--- config.mk ---
export PLATFORM = sky130hd
export DESIGN_NAME = cfg_loader_flat
export DESIGN_NICKNAME = d
export VERILOG_FILES = /design/src/rtl/cfg_loader_if.sv /design/src/rtl/cfg_loader.sv /design/src/flat_wrapper.sv
export SDC_FILE = /design/constraint.sdc
export NUM_CORES = 1
export LEC_CHECK = 0
export BUFFER_PORTS_ARGS = -buffer_cell sky130_fd_sc_hd__buf_4
export CORE_ASPECT_RATIO = 1.75
export CORE_MARGIN = 2
export CORE_UTILIZATION = 55
export DETAILED_ROUTE_END_ITERATION = 8
export PLACE_DENSITY = 0.85
export SLEW_MARGIN = 0
export SYNTH_ARGS = -nofsm -noshare
export SYNTH_HDL_FRONTEND = slang
export SYNTH_SLANG_ARGS = --single-unit
--- constraint.sdc ---
create_clock -name clk -period 2.4 [get_ports clk]
set_clock_uncertainty 0.05 [all_clocks]
set_input_delay 0.24 -clock clk [delete_from_list [all_inputs] [get_ports clk]]
set_output_delay 0.24 -clock clk [all_outputs]
set_load 0.02 [all_outputs]
--- src/rtl/cfg_loader_if.sv ---
// Host word stream into the configuration loader.
interface cfg_loader_if #(
  parameter int unsigned WORD_W = 8
);
  logic [WORD_W-1:0] in_data;
  logic              in_valid;
  logic              in_ready;

  modport master (output in_data, output in_valid, input in_ready);
  modport slave  (input in_data, input in_valid, output in_ready);
endinterface

--- src/rtl/cfg_loader.sv ---
// Serialises host words into a configuration chain, then recirculates the
// chain once while comparing a CRC of the returned bits against the load CRC.
module cfg_loader #(
  parameter int unsigned CHAIN_LEN = 48,
  parameter int unsigned WORD_W    = 8
) (
  input  logic         clk,
  input  logic         nrst,
  input  logic         start,
  cfg_loader_if.slave  host,
  output logic         cfg_en,
  output logic         cfg_data,
  input  logic         cfg_ret,
  output logic         busy,
  output logic         done,
  output logic         err
);

  localparam int unsigned N_WORDS = (CHAIN_LEN + WORD_W - 1) / WORD_W;
  localparam int unsigned CNT_W   = $clog2(CHAIN_LEN + 1);
  localparam int unsigned BL_W    = $clog2(WORD_W + 1);
  localparam int unsigned WC_W    = $clog2(N_WORDS + 1);

  typedef enum logic [1:0] {
    S_IDLE,
    S_LOAD,
    S_VERIFY
  } state_e;

  state_e            state_q;
  logic [WORD_W-1:0] buf_q;
  logic [BL_W-1:0]   bits_left_q;
  logic [CNT_W-1:0]  bit_cnt_q;
  logic [WC_W-1:0]   word_cnt_q;
  logic [7:0]        crc_ld_q;
  logic [7:0]        crc_vf_q;
  logic [7:0]        crc_vf_d;
  logic              done_q;
  logic              err_q;

  logic              load_shift_c;
  logic              ready_c;
  logic              accept_c;

  // CRC-8 (poly 0x07), one serial bit, MSB first
  function automatic logic [7:0] crc8_step(input logic [7:0] crc, input logic bit_in);
    logic fb;
    fb = crc[7] ^ bit_in;
    return {crc[6:0], 1'b0} ^ (fb ? 8'h07 : 8'h00);
  endfunction

  assign load_shift_c = (state_q == S_LOAD) && (bits_left_q != '0);
  assign ready_c      = (state_q == S_LOAD) && (bits_left_q <= BL_W'(1))
                        && (word_cnt_q < WC_W'(N_WORDS));
  assign accept_c     = host.in_valid && ready_c;
  assign crc_vf_d     = crc8_step(crc_vf_q, cfg_ret);

  assign host.in_ready = ready_c;
  assign cfg_en        = load_shift_c || (state_q == S_VERIFY);
  assign busy          = (state_q != S_IDLE);
  assign done          = done_q;
  assign err           = err_q;

  // Loopback during verify keeps the chain content intact after a full rotation
  always_comb begin
    cfg_data = 1'b0;
    case (state_q)
      S_LOAD:   cfg_data = buf_q[WORD_W-1];
      S_VERIFY: cfg_data = cfg_ret;
      default:  cfg_data = 1'b0;
    endcase
  end

  always_ff @(posedge clk) begin
    if (!nrst) begin
      state_q     <= S_IDLE;
      buf_q       <= '0;
      bits_left_q <= '0;
      bit_cnt_q   <= '0;
      word_cnt_q  <= '0;
      crc_ld_q    <= '0;
      crc_vf_q    <= '0;
      done_q      <= 1'b0;
      err_q       <= 1'b0;
    end else begin
      done_q <= 1'b0;
      case (state_q)
        S_IDLE: begin
          if (start) begin
            state_q     <= S_LOAD;
            buf_q       <= '0;
            bits_left_q <= '0;
            bit_cnt_q   <= '0;
            word_cnt_q  <= '0;
            crc_ld_q    <= '0;
            crc_vf_q    <= '0;
            err_q       <= 1'b0;
          end
        end
        S_LOAD: begin
          if (load_shift_c) begin
            buf_q       <= {buf_q[WORD_W-2:0], 1'b0};
            bits_left_q <= bits_left_q - BL_W'(1);
            bit_cnt_q   <= bit_cnt_q + CNT_W'(1);
            crc_ld_q    <= crc8_step(crc_ld_q, buf_q[WORD_W-1]);
          end
          // A new word overrides the shift so the stream has no bubble
          if (accept_c) begin
            buf_q       <= host.in_data;
            bits_left_q <= BL_W'(WORD_W);
            word_cnt_q  <= word_cnt_q + WC_W'(1);
          end
          // Trailing bits of a partial final word are dropped here
          if (load_shift_c && (bit_cnt_q == CNT_W'(CHAIN_LEN - 1))) begin
            state_q     <= S_VERIFY;
            bit_cnt_q   <= '0;
            bits_left_q <= '0;
            buf_q       <= '0;
          end
        end
        S_VERIFY: begin
          crc_vf_q  <= crc_vf_d;
          bit_cnt_q <= bit_cnt_q + CNT_W'(1);
          if (bit_cnt_q == CNT_W'(CHAIN_LEN - 1)) begin
            state_q   <= S_IDLE;
            bit_cnt_q <= '0;
            done_q    <= 1'b1;
            err_q     <= (crc_vf_d != crc_ld_q);
          end
        end
        default: state_q <= S_IDLE;
      endcase
    end
  end

endmodule

--- src/flat_wrapper.sv ---
// flat-port wrapper written by rule: the top's interface ports become plain ports
module cfg_loader_flat 
#(
  parameter int unsigned CHAIN_LEN = 48,
  parameter int unsigned WORD_W    = 8
)
  (clk, nrst, start, cfg_en, cfg_data, cfg_ret, busy, done, err, host_in_data, host_in_valid, host_in_ready);
  cfg_loader_if #(.WORD_W(WORD_W)) host_i ();
  input  logic clk;
  input  logic nrst;
  input  logic start;
  output logic cfg_en;
  output logic cfg_data;
  input  logic cfg_ret;
  output logic busy;
  output logic done;
  output logic err;
  input wire logic [$bits(host_i.in_data)-1:0] host_in_data;
  input wire logic [$bits(host_i.in_valid)-1:0] host_in_valid;
  output wire logic [$bits(host_i.in_ready)-1:0] host_in_ready;
  assign host_i.in_data = host_in_data;
  assign host_i.in_valid = host_in_valid;
  assign host_in_ready = host_i.in_ready;
  cfg_loader #(.CHAIN_LEN(CHAIN_LEN), .WORD_W(WORD_W)) u_core (.clk(clk), .nrst(nrst), .start(start), .host(host_i), .cfg_en(cfg_en), .cfg_data(cfg_data), .cfg_ret(cfg_ret), .busy(busy), .done(done), .err(err));
endmodule
=== Word level (Yosys, flattened, before mapping) ===
Index checks and enable logic that the tools add are counted.
W data, S select, Z words.

* Register bits: 41
* Word-level logic and storage cells: 81

* Add/subtract/negate cells: 3
* Order comparisons: 2
* Equality and inequality tests: 11
* Mux-type cells: 32
* Bitwise operators: 4
* Reduce and logical (&&, ||, !) cells: 20

{| class="wikitable"
|+ Operators by type and width
! kind !! number
|-
| $pmux W8 S2 || 3
|-
| $mux W8 || 5
|-
| $mux W6 || 4
|-
| $pmux W6 S3 || 1
|-
| $reduce_and A3 Y1 || 6
|-
| $mux W4 || 4
|-
| $xor A8 B8 Y8 || 2
|-
| $mux W3 || 4
|-
| $ne A8 B8 Y1 || 1
|-
| $pmux W4 S2 || 1
|-
| $add A6 B1 Y6 const B || 1
|-
| $eq A6 B6 Y1 const B || 1
|-
| $mux W2 || 3
|-
| $ne A2 B2 Y1 const B || 3
|-
| $pmux W2 S3 || 1
|-
| $pmux W3 S2 || 1
|-
| $reduce_bool A2 Y1 || 3
|-
| $logic_and A1 B1 Y1 || 5
|-
| $le A4 B1 Y1 const B || 1
|-
| $ne A2 B1 Y1 const B || 2
|-
| $ne A4 B2 Y1 const B || 1
|-
| $pmux W1 S2 || 2
|-
| $reduce_and A2 Y1 || 2
|-
| $reduce_bool A4 Y1 || 1
|-
| other kinds (11) || 14
|}

=== Depth between registers and ports, before layout ===
Gate-level depths: netlist (run 1).

* Depth in word-level cells: 7
* Mapped depth: 9
* Gate-level depth less buffers: 7

=== Worst setup path after synthesis (run 1) ===
OpenSTA, ideal clock, no wires.

* Path kind: register to register
* From: reg u_core.state_q[0]
* To: reg u_core.bits_left_q[2]
* Library setup time: 87 ps
* Arrival time: 1681 ps
* Required time: 2263 ps
* Slack: 582 ps
* Cell stages (with the launch flop): 9
* Buffers on the path: 2
* Clock period less this slack: 1818 ps
* Cells stage by stage: dfxtp_1 > inv_1 > ha_1 > buf_2 > o21ai_1 > o21a_1 > buf_2 > nand2_1 > o31ai_1

* Cells in the longest elaborated chain, start to end: 7

{| class="wikitable"
|+ RTL lines
! what !! RTL line !! source
|-
| start, declared || cfg_loader.sv:30 || <nowiki>state_e state_q;</nowiki>
|-
| start signal, assigned || cfg_loader.sv:76 || <nowiki>state_q <= S_IDLE;</nowiki>
|-
| start signal, assigned || cfg_loader.sv:90 || <nowiki>state_q <= S_LOAD;</nowiki>
|-
| start signal, assigned || cfg_loader.sv:115 || <nowiki>state_q <= S_VERIFY;</nowiki>
|-
| $eq A2 B1 Y1 || cfg_loader.sv:52, cfg_loader.sv:53, cfg_loader.sv:87 ||
|-
| $logic_and A1 B1 Y1 || cfg_loader.sv:53 || <nowiki>assign ready_c = (state_q == S_LOAD) && (bits_left_q <= BL_W'(1))</nowiki>
|-
| $logic_and A1 B1 Y1 || cfg_loader.sv:54 || <nowiki>&& (word_cnt_q < WC_W'(N_WORDS));</nowiki>
|-
| $logic_and A1 B1 Y1 || cfg_loader.sv:55 || <nowiki>assign accept_c = host.in_valid && ready_c;</nowiki>
|-
| $mux W4 || cfg_loader.sv:108 || <nowiki>if (accept_c) begin</nowiki>
|-
| $mux W4 || cfg_loader.sv:114 || <nowiki>if (load_shift_c && (bit_cnt_q == CNT_W'(CHAIN_LEN - 1))) begin</nowiki>
|-
| $pmux W4 S2 || cfg_loader.sv:87 || <nowiki>case (state_q)</nowiki>
|-
| end signal, assigned || cfg_loader.sv:103 || <nowiki>bits_left_q <= bits_left_q - BL_W'(1);</nowiki>
|-
| end signal, assigned || cfg_loader.sv:110 || <nowiki>bits_left_q <= BL_W'(WORD_W);</nowiki>
|-
| end, declared || cfg_loader.sv:32 || <nowiki>logic [BL_W-1:0] bits_left_q;</nowiki>
|}

Parallel ways exist; a longest one is shown, timed or not.
A chain may end at the register's enable or synchronous reset.

=== Worst setup path after layout (run 1) ===
* From: reg u_core.bits_left_q[0]
* To: reg u_core.buf_q[0]

* Cells in the longest elaborated chain, start to end: 7

{| class="wikitable"
|+ RTL lines
! what !! RTL line !! source
|-
| $le A4 B1 Y1 || cfg_loader.sv:53 ||
|-
| $logic_and A1 B1 Y1 || cfg_loader.sv:53 ||
|-
| $logic_and A1 B1 Y1 || cfg_loader.sv:54 ||
|-
| $logic_and A1 B1 Y1 || cfg_loader.sv:55 ||
|-
| $mux W8 || cfg_loader.sv:108 ||
|-
| $mux W8 || cfg_loader.sv:114 ||
|-
| $pmux W8 S2 || cfg_loader.sv:87 ||
|-
| end signal, assigned || cfg_loader.sv:102 || <nowiki>buf_q <= {buf_q[WORD_W-2:0], 1'b0};</nowiki>
|-
| end signal, assigned || cfg_loader.sv:109 || <nowiki>buf_q <= host.in_data;</nowiki>
|-
| end, declared || cfg_loader.sv:31 || <nowiki>logic [WORD_W-1:0] buf_q;</nowiki>
|}

Parallel ways exist; a longest one is shown, timed or not.

==> results of run 1 <==
-- worst reg2reg max path: cells and delay by family (launching register included) --
kind                       cells  cell delay [ns]
AOI/OAI and AO/OA              3             0.87
adders and majority gates      1             0.30
buffers and inverters          1             0.09
DFF                            1             0.39
and+or+nand+nor                2             0.33
-- cell usage after synthesis, types with 2 or more instances --
cell,n,area share (%)
clkbuf_1,7,1.3
a211oi_1,4,1.5
a2bb2oi_1,2,0.85
nand3_1,18,4.4
nand2_1,16,2.9
nand2b_1,3,0.91
nand4_1,3,0.91
a31oi_1,2,0.61
buf_2,4,0.97
dfxtp_1,41,40
a21oi_1,12,2.9
inv_1,8,1.5
and2_1,3,0.91
xor2_1,11,4.7
ha_1,8,4.9
o21a_1,2,0.73
a22oi_1,9,3.3
o31ai_1,5,1.8
a221oi_1,7,3.0
o21ai_0,8,1.9
xnor2_1,7,3.0
and3_1,3,0.91
nor2_1,28,5.1
o21ai_1,4,0.97
mux2i_1,2,0.97
-- layout make-up --
type                       count  share of cell area (%)
multi-input combinational    174                   49.41
sequential                    41                   35.01
timing repair buffer          21                   6.724
clock buffer                   7                   3.682
tap                           46                   2.455
inverter                       9                   1.441
clock inverter                 1                   1.281
-- state kept, by name, summed over array words and instances, names as in the netlist --
signal	flops
u_core.crc_vf_q	8
u_core.crc_ld_q	8
u_core.state_q	2
u_core.done	1
u_core.bits_left_q	4
u_core.word_cnt_q	3
u_core.err	1
u_core.buf_q	8
u_core.bit_cnt_q	6
-- worst min-delay path by stage --
stage,depth (start not counted),slack [ns],to
floorplan,2,0.34,u_core.buf_q[0]
global placement,2,0.39,u_core.buf_q[0]
detailed placement,2,0.40,u_core.buf_q[0]
CTS,3,0.15,u_core.buf_q[0]
global route,3,0.17,u_core.buf_q[2]
finish,3,0.16,u_core.buf_q[0]
-- kinds of logic after synthesis --
group | count (synthesis)
AOI/OAI and AO/OA | 65
xor gates and xnor gates | 18
adders and majority gates | 8
buffers and inverters | 21
DFF | 41
muxes | 2
and+or+nand+nor | 81
-- metrics by stage --
step | worst slack (ns) | cells | instance area [µm²]
finish | 0.3076 | 299 | 2345
detailed placement | 0.3631 | 291 | 2228
floorplan | 0.5819 | 236 | 2063
global route | 0.08734 | 299 | 2345
CTS | 0.3320 | 299 | 2345
global placement | 0.4117 | 291 | 2228
-- report_power, final --
part	total (W)	switching (W)	internal (W)
Sequential	0.000871	0.0000846	0.000787
Clock	0.000580	0.000241	0.000339
Combinational	0.00117	0.000733	0.000434
-- layer usage --
| metal | GRT usage [%] | wire length [µm] |
|---|---|---|
| met1 | 24.22 | 1851 |
| met2 | 38.88 | 2279 |
| met3 | 5.282 | 149 |
| met4 | 14.25 | 146 |
| met5 | 0 | 0 |
==> impl_metrics.tcl, run 1 <==
set metrics [dict create \
    start_util_pct 56.86 \
    path_class "register to register" \
    holdWs_ns 0.1599 \
    fin_crit_sh_pct 87.18 \
    place_congestion 0.9444 \
    first_pass_iters 4 \
    clkSlewWorstSetupHoldPaths_ns 0.08 \
    synth_area_mm2 0.002063 \
    synth-simple-area-share_pct 19.35 \
    synth_warnings 0 \
    cp.required_ns 2.59 \
    nets 273 \
    ctsHoldBuffers 0 \
    wire_per_inst_um 14.80 \
    cp_max_fo 10 \
    ant_nets 0 \
    grt_max_degree 20 \
    arrival_ns 2.28 \
    max_stage_delay_ns 0.56 \
    critical-path-top-delay-family "compound AO/OA/AOI/OAI gates" \
    synth_cell_types 44 \
    cp_num_cells 7 \
    path_cells "inv_1 > ha_1 > a2bb2oi_2 > and2_1 > o21ai_1 > nand2_1 > a21oi_1" \
    synth_edf_count 0 \
    power.density_mw_per_mm2 1117 \
    seq_area_frac_synth_pct 39.78 \
    drtIter0Drc 67 \
    crit_path_end "u_core.buf_q[0]" \
    syn2layout_area_growth_pct 13.64 \
    synthAdderAreaFrac_pct 4.851 \
    antenna_found_initial 0 \
    die_area_mm2 0.004277 \
    grt_usage_pct 22.62 \
    die_w_um 50.30 \
    fin_util_pct 64.62 \
    core_mm2 0.003628 \
    tns_ns 0 \
    final_common_cell "dfxtp_1" \
    critPathCaptureType "register" \
    period_needed_ns 2.092 \
    synth_mux_area_share_pct 0.9703 \
    vias_per_cell 5.987 \
    wl_um 4425 \
    htree_levels 2 \
    drc 0 \
    final_layout_size_suffix_gt1_share_pct 13.83 \
    slew_headroom_pct 55.24 \
    antenna_cells 0 \
    cpMaxStageDelayCell "o21ai_1" \
    regArea_um2 820.8 \
    die_h_um 85.03 \
    hold_class "primary input to register" \
    grt_first_pass_wirelength_um 7445 \
    maxCapViolations 0 \
    synth_top_family_by_area "compound AO/OA/AOI/OAI gates" \
    synthFlopType "dfxtp_1" \
    synth-xor-area-share_pct 7.641 \
    outcome "finished clean" \
    power_w 0.002618 \
    critPathBufInv 1 \
    hold_viol 0 \
    fp-row-count 29 \
    ir_worst_vdd_uv 1025 \
    cts_resized 0 \
    fillCellCount 322 \
    clock_latency_ns 0.30 \
    synthArstFlopShare_pct 0 \
    crit_path_start "u_core.bits_left_q[0]" \
    timing.fmax_mhz 477.9 \
    cts-buffers-inserted 5 \
    grt_setup_unrepaired "no" \
    cts_buffer_depth 2 \
    overflow 0 \
    worstMarginPinSlew_ns 0.6670 \
    cp-start-kind "register" \
    postCtsSetupRepairBufs 0 \
    multi_input_area_mm2 0.001159 \
    num_vias 1790 \
    cellLeakagePower_nw 0.9365 \
    slew_violations 0 \
    hp-start "host_in_data[0]" \
    avgSynthCellArea_um2 8.742 \
    io_pins 19 \
    cts_root_buffer "clkbuf_8" \
    ys_ff_latch 41 \
    r2r_slack_ns 0.31 \
    cts_tree "built" \
    setup_viol 0 \
    synth_cells 236 \
    io_buffer_count 18 \
    final_cell_mix "dfxtp_1 (41), nor2_1 (28), buf_4 (21), nand3_1 (18), nand2_1 (16)" \
    place_hpwl_um 3200 \
    grt_pass1_vias 1692 \
    cts.sinks 41 \
    r2r_start "u_core.bits_left_q[0]" \
    syn_nets 257 \
    synth_compound_area_share_pct 23.35 \
    rr_endpoint "u_core.buf_q[0]" \
    rr_worst_depth 7 \
]
Power figures use the tool's default switching activity.
==> run 2: changes to the inputs <==
- CORE_ASPECT_RATIO: 1.75 -> unset
- CORE_MARGIN: 2 -> unset
==> run 2 against run 1 <==
Net effect: maximum frequency down 3.2%; design area down 1.1%; combinational power barely moved; total power decreased by 5.2%; die area decreased by 6.5%; register-to-register slack worse by 0.07 ns; cell count is 0.33% higher; global-route usage rose by 1.2 points; utilization up 2.2 points; non-clock buffer count up 1; largest power group unchanged.
==> impl_metrics.tcl, run 2 (synthesis gave the netlist of run 1 again) <==
set metrics [dict create \
    place_congestion 0.8099 \
    crit_path_start "u_core.state_q[1]" \
    cpMaxStageDelayCell "nor4_1" \
    critPathCaptureType "register" \
    clock_latency_ns 0.30 \
    nets 274 \
    hold_viol 0 \
    io_pins 19 \
    cts-buffers-inserted 5 \
    core_mm2 0.003468 \
    drtIter0Drc 122 \
    arrival_ns 2.30 \
    fin_crit_sh_pct 90.07 \
    crit_path_end "u_core.bit_cnt_q[5]" \
    die_w_um 63.25 \
    final_cell_mix "dfxtp_1 (41), nor2_1 (28), buf_4 (22), nand3_1 (18), nand2_1 (16)" \
    fp-row-count 21 \
    die_h_um 63.25 \
    drc 0 \
    numPlacedInstances 292 \
    worstMarginPinSlew_ns 0.7028 \
    period_needed_ns 2.162 \
    slew_headroom_pct 52.83 \
    wire_per_inst_um 14.35 \
    r2r_slack_ns 0.24 \
    holdWs_ns 0.1447 \
    die_area_mm2 0.004001 \
    top_regs "u_core.buf_q (8), u_core.crc_ld_q (8), u_core.crc_vf_q (8)" \
    ctsHoldBuffers 0 \
    outcome "finished clean" \
    start_util_pct 59.49 \
    cts_buffer_depth 2 \
    antenna_found_initial 0 \
    grt_usage_pct 23.84 \
    max_stage_delay_ns 0.48 \
    stdcell_area_mm2 0.002318 \
    cts.sinks 41 \
    slew_violations 0 \
    rr_endpoint "u_core.bit_cnt_q[5]" \
    num_vias 1732 \
    cts_root_buffer "clkbuf_8" \
    cp-start-kind "register" \
    grt_pass1_vias 1605 \
    final_common_cell "dfxtp_1" \
    antenna_cells 0 \
    grt_setup_unrepaired "no" \
    clkSlewWorstSetupHoldPaths_ns 0.08 \
    rr_worst_depth 8 \
    cts_resized 0 \
    tns_ns 0 \
    cp_max_fo 8 \
    path_cells "inv_1 > ha_1 > buf_4 > and4bb_2 > nor4_1 > nand3_1 > xor2_1 > nor2_1" \
    cp.required_ns 2.54 \
    ir_worst_vdd_uv 781.1 \
    postPlaceCellArea_mm2 0.002236 \
    first_pass_iters 4 \
    path_class "register to register" \
    overflow 0 \
    postCtsSetupRepairBufs 0 \
    hold_class "primary input to register" \
    final_layout_size_suffix_gt1_share_pct 14.17 \
    r2r_start "u_core.state_q[1]" \
    maxCapViolations 0 \
    place_hpwl_um 3065 \
    setup_viol 0 \
    vias_per_cell 5.773 \
    htree_levels 2 \
    io_buffer_count 18 \
    final_cells 300 \
    cts_tree "built" \
    ant_nets 0 \
    cellLeakagePower_nw 0.9279 \
    syn2layout_area_growth_pct 12.37 \
    grt_first_pass_wirelength_um 7320 \
    power.density_mw_per_mm2 1070 \
    timing.fmax_mhz 462.6 \
    grt_max_degree 18 \
    wl_um 4305 \
]
## run 2: cell count changes in the layout (fill, tap and decap cells not counted)
| cell | before | now |
|---|---|---|
| clkbuf_8 | 6 | 5 |
| clkinv_2 | 0 | 2 |
| bufinv_16 | 1 | 0 |
| buf_4 | 21 | 22 |
## run 2: layout make-up
cell class	instances	area (µm²)
multi-input cells	174	1159
fillers	301	1150
flip-flops and latches	41	820.8
repair buffers	22	165.2
clock buffers	6	72.57
well taps	46	57.56
inverters	9	33.78
clock inverters	2	10.01
## run 2: metrics by stage
| stage | util [%] | total power [W] | setup WS [ns] |
|---|---|---|---|
| 2_1_floorplan | - | 0.001751 | 0.5819 |
| 3_3_place_gp | 64.47 | 0.002019 | 0.3892 |
| 5_1_grt | 66.85 | 0.002653 | 0.1415 |
| 3_5_place_dp | 64.47 | 0.002033 | 0.3205 |
| 6_report | 66.85 | 0.002481 | 0.2383 |
| 4_1_cts | 66.85 | 0.002477 | 0.2881 |
## run 2: how the worst min path moves through the flow
| stage | from | to | slack (ns) | cells after the start |
|---|---|---|---|---|
| 6_report | host_in_data[5] | u_core.buf_q[5] | 0.14 | 3 |
| 5_1_grt | host_in_data[5] | u_core.buf_q[5] | 0.16 | 3 |
| 4_1_cts | host_in_data[5] | u_core.buf_q[5] | 0.15 | 3 |
| 3_5_place_dp | u_core.buf_q[0] | u_core.buf_q[0] | 0.40 | 2 |
| 3_3_place_gp | u_core.buf_q[0] | u_core.buf_q[0] | 0.40 | 2 |
| 2_1_floorplan | host_in_data[0] | u_core.buf_q[0] | 0.34 | 2 |
## run 2: worst max-delay path, delay by kind of cell, from the launching register on
kind          cells  cell delay, ns
simple gates      4            0.94
flops             1            0.38
fa+ha+maj         1            0.23
xor+xnor          1            0.17
buf+inv           2            0.28
## run 2: layer usage
layer | global-route usage (%) | part of all wire, % | vias up
met1 | 31.16 | 49 | 796
met5 | 0 | 0 | -
met2 | 36.02 | 44 | 45
li1 | - | - | 883
met4 | 11.93 | 2.0 | 0
met3 | 6.341 | 4.8 | 8
## run 2: report_power, final
group	internal, W	total, W	switching, W
Sequential	0.000786	0.000866	0.0000796
Combinational	0.000444	0.00117	0.000728
Clock	0.000202	0.000443	0.000241
Total	0.00143	0.00248	0.00105
==> run 3: changes to the inputs <==
--- a/config.mk
+++ b/config.mk
@@ -7,4 +7,5 @@
 export LEC_CHECK = 0
 export BUFFER_PORTS_ARGS = -buffer_cell sky130_fd_sc_hd__buf_4
+export CORE_MARGIN = 8
 export CORE_UTILIZATION = 55
 export DETAILED_ROUTE_END_ITERATION = 8
==> constraint.sdc (replaced) <==
create_clock -name clk -period 2.4 [get_ports clk]
set_clock_uncertainty 0.05 [all_clocks]
set_input_delay 0.72 -clock clk [delete_from_list [all_inputs] [get_ports clk]]
set_output_delay 0.72 -clock clk [all_outputs]
set_load 0.02 [all_outputs]
==> run 3 against run 2 <==
Net effect: critical path depth fell by 3; first-iteration DRC count fell by 13%; utilization fell by 1.8 points; combinational power barely moved; global-route usage fell by 8.1 points; clock-buffer cell count rose by 1; die area rose by 49%; worst hold slack improved by 0.27 ns; design area rose by 2.0%; wire length rose by 6.5%; critical path type is now register to output port.
==> impl_metrics.tcl, run 3 (synthesis gave the netlist of run 1 again) <==
set metrics [dict create \
    hold_viol 0 \
    max_stage_delay_ns 0.32 \
    antenna_cells 0 \
    postCtsSetupRepairBufs 0 \
    place_congestion 0.7996 \
    wire_per_inst_um 15.24 \
    worstMarginPinSlew_ns 0.6780 \
    antenna_found_initial 0 \
    final_layout_size_suffix_gt1_share_pct 15.02 \
    cts_buffer_depth 2 \
    path_cells "inv_1 > ha_2 > nand2_1 > a21o_1 > buf_4" \
    final_cell_mix "dfxtp_1 (41), nor2_1 (28), buf_4 (21), nand3_1 (18), nand2_1 (16)" \
    first_pass_iters 4 \
    cts_root_buffer "clkbuf_8" \
    slew_headroom_pct 54.50 \
    power.density_mw_per_mm2 1112 \
    final_common_cell "dfxtp_1" \
    holdWs_ns 0.4106 \
    slew_violations 0 \
    numPlacedInstances 293 \
    arrival_ns 1.53 \
    cpMaxStageDelayCell "dfxtp_1" \
    ant_nets 0 \
    grt_first_pass_wirelength_um 7824 \
    cp.required_ns 1.63 \
    fp-row-count 22 \
    period_needed_ns 2.300 \
    cellLeakagePower_nw 0.9348 \
    syn2layout_area_growth_pct 14.62 \
    clock_latency_ns 0.29 \
    path_class "register to output port" \
    cts-buffers-inserted 5 \
    hold_class "register to register" \
    ctsHoldBuffers 0 \
    start_util_pct 56.78 \
    die_w_um 77.25 \
    die_h_um 77.25 \
    cts.sinks 41 \
    outcome "finished clean" \
    top_regs "u_core.buf_q (8), u_core.crc_ld_q (8), u_core.crc_vf_q (8)" \
    cp-start-kind "register" \
    vias_per_cell 5.970 \
    drtIter0Drc 106 \
    maxCapViolations 0 \
    num_vias 1797 \
    drc 0 \
    cp_max_fo 7 \
    grt_max_degree 18 \
    timing.fmax_mhz 434.9 \
    io_buffer_count 18 \
    overflow 0 \
    ir_worst_vdd_uv 582.3 \
    clkSlewWorstSetupHoldPaths_ns 0.07 \
    grt_pass1_vias 1701 \
    fin_crit_sh_pct 95.82 \
    nets 273 \
    die_area_mm2 0.005968 \
    grt_usage_pct 15.78 \
    io_pins 19 \
    final_cells 301 \
    r2r_slack_ns 0.36 \
    cts_tree "built" \
    wl_um 4586 \
    setup_viol 0 \
    grt_setup_unrepaired "no" \
    critPathCaptureType "output port" \
    place_hpwl_um 3167 \
    htree_levels 2 \
    tns_ns 0 \
    core_mm2 0.003633 \
]
-- run 3: cell types whose count changed in the layout (fill, tap and decap cells not counted) --
cell,before,now
ha_2,0,2
ha_1,8,5
buf_4,22,21
bufinv_16,0,1
clkinv_2,2,0
clkbuf_8,5,6
ha_4,0,1
-- run 3: final timing paths --
path / cells past startpoint / from / endpoint
max: 5 / u_core.bits_left_q[1] / cfg_en
min: 2 / u_core.buf_q[0] / u_core.buf_q[0]
max reg2reg: 7 / u_core.bits_left_q[0] / u_core.bits_left_q[0]
min reg2reg: 2 / u_core.buf_q[0] / u_core.buf_q[0]
-- run 3: metrics by stage --
stage	power (W)	area [µm²]	worst slack, ns	utilization (%)
after floorplan	0.001751	2063	0.3296	-
after global placement	0.002003	2231	0.2108	61.40
after detailed placement	0.002022	2231	0.1702	61.40
after CTS	0.002593	2347	0.002754	64.60
after global routing	0.002824	2365	0.001260	65.08
final	0.002629	2365	0.1004	65.08
-- run 3: report_power, final --
group	switching (W)	internal, W
logic	0.000734	0.000451
registers	0.0000892	0.000787
clock network	0.000229	0.000339
-- run 3: worst max-delay path: cells and delay by family, from the launching register on --
kind                       cells  cell delay, ns
AOI/OAI and AO/OA              1            0.22
adders and majority gates      1            0.28
buffers and inverters          2            0.29
DFF                            1            0.32
and+or+nand+nor                1            0.14
-- run 3: repair_timing --
item	4_1_cts	5_1_grt
gates resized for setup	0	4
endpoints found under the setup margin	0	3
hold endpoints to repair	0	0
-- run 3: final cells by class --
cell class,count,area (µm²)
tap,48,60.06
sequential,41,820.8
clock buffer,7,86.33
inverter,9,33.78
clock inverter,1,30.03
fill,316,1269
timing repair buffer,21,157.7
multi-input combinational,174,1176
-- run 3: routing by layer --
metal,share of wire (%),GRT usage [%],up-vias
met5,0,0,-
met4,1.7,6.604,0
met3,5.1,5.128,7
met2,46,24.60,54
met1,47,19.36,853
li1,-,-,883
